[src/rtl/gray_to_bin_rx.sv]
// gray_to_bin_rx: receive-side decoder for the inverted Gray-coded stream.
// Stage 1 re-inverts and captures the code and checks its Hamming distance
// to the previous accepted code. Stage 2 converts Gray to binary and keeps
// the step-error count. Both stages use valid/ready handshakes.
module gray_to_bin_rx #(
    parameter int W          = 4,
    parameter bit INVERT_IN  = 1'b1,
    parameter bit ALLOW_HOLD = 1'b1
) (
    input  logic         clk,
    input  logic         rst,
    input  logic [W-1:0] in_gray,
    input  logic         in_valid,
    output logic         in_ready,
    output logic [W-1:0] out_bin,
    output logic         out_step,
    output logic         out_valid,
    input  logic         out_ready,
    input  logic         clr_err,
    output logic [7:0]   err_cnt,
    output logic         sticky_err
);

    // Number of set bits; W is at most 16, so 5 bits are enough.
    function automatic logic [4:0] popcount(input logic [W-1:0] v);
        logic [4:0] n;
        n = '0;
        for (int i = 0; i < W; i++) n = n + {4'b0, v[i]};
        return n;
    endfunction

    // Prefix XOR from the MSB downwards.
    function automatic logic [W-1:0] gray2bin(input logic [W-1:0] g);
        logic [W-1:0] b;
        b[W-1] = g[W-1];
        for (int i = W - 2; i >= 0; i--) b[i] = b[i+1] ^ g[i];
        return b;
    endfunction

    // Counter increment that sticks at full scale.
    function automatic logic [7:0] sat_inc8(input logic [7:0] c);
        return (c == 8'hFF) ? c : c + 8'd1;
    endfunction

    logic         adv1, adv2;
    logic [W-1:0] g_p0;
    logic [4:0]   hd_p0;
    logic         step_p0, acc_p0;
    logic [W-1:0] prev_gray;
    logic         have_prev;

    logic [W-1:0] g_p1;
    logic         step_p1, vld_p1;

    logic [W-1:0] bin_p2;
    logic         step_p2, vld_p2;

    // ---- stage 0: input side, distance check against the previous code ----
    assign adv2     = !vld_p2 || out_ready;
    assign adv1     = !vld_p1 || adv2;
    assign in_ready = adv1;
    assign acc_p0   = in_valid && adv1;
    assign g_p0     = INVERT_IN ? ~in_gray : in_gray;
    assign hd_p0    = popcount(g_p0 ^ prev_gray);
    assign step_p0  = have_prev && ((hd_p0 > 5'd1) || ((hd_p0 == 5'd0) && !ALLOW_HOLD));

    // ---- stage 1: captured code and step flag ----
    // Stage-1 control and the previous-code tracker.
    always_ff @(posedge clk) begin
        if (rst) begin
            vld_p1    <= 1'b0;
            have_prev <= 1'b0;
            prev_gray <= '0;
        end else begin
            if (adv1)   vld_p1    <= in_valid;
            if (acc_p0) prev_gray <= g_p0;
            // A cleared tracker makes the next accepted word a fresh start.
            if (clr_err)     have_prev <= 1'b0;
            else if (acc_p0) have_prev <= 1'b1;
        end
    end

    // Stage-1 data; only meaningful while vld_p1 is set.
    always_ff @(posedge clk) begin
        if (adv1) begin
            g_p1    <= g_p0;
            step_p1 <= step_p0;
        end
    end

    // ---- stage 2: binary word, step flag and error accounting ----
    // Stage-2 output registers; they hold while the consumer stalls.
    always_ff @(posedge clk) begin
        if (rst) begin
            vld_p2  <= 1'b0;
            bin_p2  <= '0;
            step_p2 <= 1'b0;
        end else if (adv2) begin
            vld_p2  <= vld_p1;
            bin_p2  <= gray2bin(g_p1);
            step_p2 <= step_p1;
        end
    end

    // Error counter and sticky flag; a clear wins over a same-cycle error.
    always_ff @(posedge clk) begin
        if (rst || clr_err) begin
            err_cnt    <= 8'd0;
            sticky_err <= 1'b0;
        end else if (adv2 && vld_p1 && step_p1) begin
            err_cnt    <= sat_inc8(err_cnt);
            sticky_err <= 1'b1;
        end
    end

    assign out_bin   = bin_p2;
    assign out_step  = step_p2;
    assign out_valid = vld_p2;

endmodule

[config.mk]
export PLATFORM = sky130hd
export DESIGN_NAME = gray_to_bin_rx
export DESIGN_NICKNAME = d
export VERILOG_FILES = /design/src/rtl/gray_to_bin_rx.sv
export SDC_FILE = /design/constraint.sdc
export NUM_CORES = 1
export LEC_CHECK = 0
export CELL_PAD_IN_SITES_DETAIL_PLACEMENT = 1
export CELL_PAD_IN_SITES_GLOBAL_PLACEMENT = 1
export CORE_UTILIZATION = 37
export CTS_CLUSTER_DIAMETER = 150
export DETAILED_ROUTE_END_ITERATION = 10
export PLACE_DENSITY = 0.83
export RECOVER_POWER = 50
export SYNTH_ARGS = -nofsm -noshare
export SYNTH_HDL_FRONTEND = slang
export SYNTH_SLANG_ARGS = --single-unit
[constraint.sdc]
create_clock -name clk -period 2.11 [get_ports clk]
set_clock_uncertainty 0.05 [all_clocks]
set_input_delay 0.422 -clock clk [delete_from_list [all_inputs] [get_ports clk]]
set_output_delay 0.422 -clock clk [all_outputs]
set_load 0.02 [all_outputs]
==> impl_results.md <==
- Outcome: complete, but fails checks
- Failing checks: design-rule violations
- Fillers: 335
- Diode count: 0
- Clock power frac: 33.7%
- PnR worst setup slack: 0.153 ns
- Switch share: 22.7%
- DR vias/cell: 5.32
- GPL Wtd Cong: 0.742
- Top FF cell, synth: dfxtp_1
- GR Util All Layers: 16.2%
- DRT antenna net count: 0
- Io pins: 25
- CP Capture Type: output port
- P_sw: 0.231 mW
- Post-synth EDFFs: 5
- Power, Total: 1.02 mW
- Register area: 571 um^2
- I/O Buffers: 24
- FMAX: 511 MHz
- Synth warnings: 0
- Max-cap violation count: 0
- Worst EP required: 1.64 ns
- Largest net degree at the start of global routing: 16
- CTS clock-pin slew for the worst setup and hold paths: 0.15 ns
- GRT overflow: 0
- Die Width: 56.9 um
- Area Overhead vs Synth: 29.7%
- Gate power share: 12.5%
- Maximum vdd drop: 300 uV
- Sequential power share: 53.8%
- Worst path arrival time: 1.48 ns
- Post-Place Setup Slack: -0.0555 ns
- Clock latency on the worst-skew pair: 0.32 ns
- Final nets: 154
- Final period utilization: 92.7%
- DRC viols: 2
- Die H: 56.9 um
- Synth unique cells: 30
- RSZ-0062 raised after global routing: false
- Setup Viol. Count Final: 0
- CTS Buf Count: 3
- 1st-iter DRT viols: 15
- Vias in the first global route: 934
- CP peak stage delay: 0.41 ns
- Initial antenna violation count: 0
- Slew HR: 55.0%
- TritonRoute pass-1 iters: 7
- Synth Cell Area: 1120 um^2
- Synth top cells by count: dfxtp_1, nor2_1, a21oi_1
- Clock tree from TritonCTS: built
- Worst setup SP type: input pin
- Row cnt: 19
- Leading area contributor after synthesis: dfxtp_1
- Share of cells above drive strength 1: 8.45%
- #FFs+latches synth: 26
- Wire per inst: 14.2 um
- Syn nets: 123
- CTS H-Tree Depth: 1
- Period minus WS final: 1.96 ns
- Initial Util: 39.8%
- Hpwl dp: 1.87 mm
- Worst slew pin tran: 0.674 ns
- Core area: 2810 um^2
- Cells after synthesis: 112
- Crit path cell chain: clkdlybuf4s50_1, nor2b_1, nand2_1, dlygate4sd2_1
- Crit path kind: input pin to output port
- CP max FO: 2
- Root buffer cell: clkbuf_4
- Vias: 921
- Worst hold path class: flop to flop
- Final wirelength: 2.45 mm
- Post-synthesis sequential area ratio: 51.1%
- Worst path slowest cell: clkdlybuf4s50_1
- Global-route wire length before repair: 4.04 mm
- Clock Sinks: 26
- Multi-input logic area: 479 um^2
- Pleak: 0.516 nW
- Internal power: 0.786 mW
- Final hold vios: 0
- Power density cells: 703 nW/um^2
- Avg Cell Area, Syn: 9.96 um^2
- Die Area: 3240 um^2
- Largest cells by area after synthesis: dfxtp_1, edfxtp_1, nor2_1
- Most common cell in the synthesized netlist: dfxtp_1
- CTS hold repair buffers: 0
- Post-synth top area share: 37.7%
- Slew Limit Fails: 0
- Synth async-reset ratio: 0%
- CTS max path bufs: 2
[metrics by stage]
stage	TNS [ns]	instance area, um^2	utilization [%]	instances	hold slack, ns
final	0	1450	51.6	173	0.419
after global routing	0	1450	51.6	173	0.446
after CTS	0	1470	52.3	173	0.427
after detailed placement	-0.0788	1420	50.5	169	0.407
after global placement	-0.0533	1420	50.5	169	0.390
after floorplan	0	1120	-	112	0.382
[state kept, by name (all words and copies together), names as in the netlist]
| register | count |
|---|---|
| step_p1 | 1 |
| out_bin | 4 |
| g_p1 | 4 |
| out_step | 1 |
| err_cnt | 8 |
| sticky_err | 1 |
| out_valid | 1 |
| have_prev | 1 |
| vld_p1 | 1 |
| prev_gray | 4 |
[worst max-delay path: cells and delay by family]
family        cells  cell delay [ns]
buf+inv           2             0.74
simple gates      2             0.31
[layer usage]
layer  share of wire [%]  wire [um]  global-route usage (%)  vias to the layer above
li1                    -          -                       -                      451
met5                   0          0                       0                        -
met1                  42       1020                    19.2                      442
met2                  52       1280                    29.4                       24
met4                 1.6         38                    6.27                        0
met3                 4.4        108                    2.30                        4
[area by class of cell]
class | count | share of cell area [%]
Tap cell | 31 | 2.68
Inverter | 5 | 1.30
Clock buffer | 3 | 1.56
Clock inverter | 1 | 2.07
Multi-Input combinational cell | 75 | 33.1
Timing Repair Buffer | 32 | 19.9
Sequential cell | 26 | 39.4
[logic make-up (layout without fill, tap and decap cells)]
kind of cell / after synthesis / after routing / synth area share, %
xor+xnor: 8 / 8 / 6.28
simple gates: 37 / 37 / 16.4
fa+ha+maj: 2 / 2 / 2.91
compound gates: 27 / 27 / 17.3
buf+inv: 11 / 41 / 5.16
mux: 1 / 1 / 0.897
flops: 26 / 26 / 51.1
[repair_timing]
action / in CTS / in global routing
resized for setup: 1 / 0
endpoints found under the setup margin: 1 / 0
setup buffers: 0 / 0
[worst paths after layout]
kind | startpoint | end | slack, ns | cells after the start
max reg2reg | err_cnt[0] | err_cnt[5] | 0.20 | 5
max | out_ready | in_ready | 0.15 | 4
min reg2reg | out_bin[1] | out_bin[1] | 0.42 | 2
min | out_bin[1] | out_bin[1] | 0.42 | 2
[power by group through the flow]
stage / combinational [mW] / clock, mW / sequential (mW)
after floorplan: 0.0616 / 0 / 0.567
after global placement: 0.125 / 0 / 0.558
after detailed placement: 0.132 / 0 / 0.560
after CTS: 0.133 / 0.352 / 0.548
after global routing: 0.139 / 0.361 / 0.551
final: 0.127 / 0.343 / 0.548
[placed cells by master (no fill, tap or decap), types with 4 or more instances in the layout]
cell type	instances
a211oi_1	6
a21oi_1	10
buf_4	5
clkdlybuf4s50_1	19
dfxtp_1	21
dlygate4sd3_1	4
edfxtp_1	5
inv_1	5
nand2_1	9
nor2_1	14
o21ai_0	4
xnor2_1	4
xor2_1	4
Note: power is estimated with default switching activity, not from simulation.
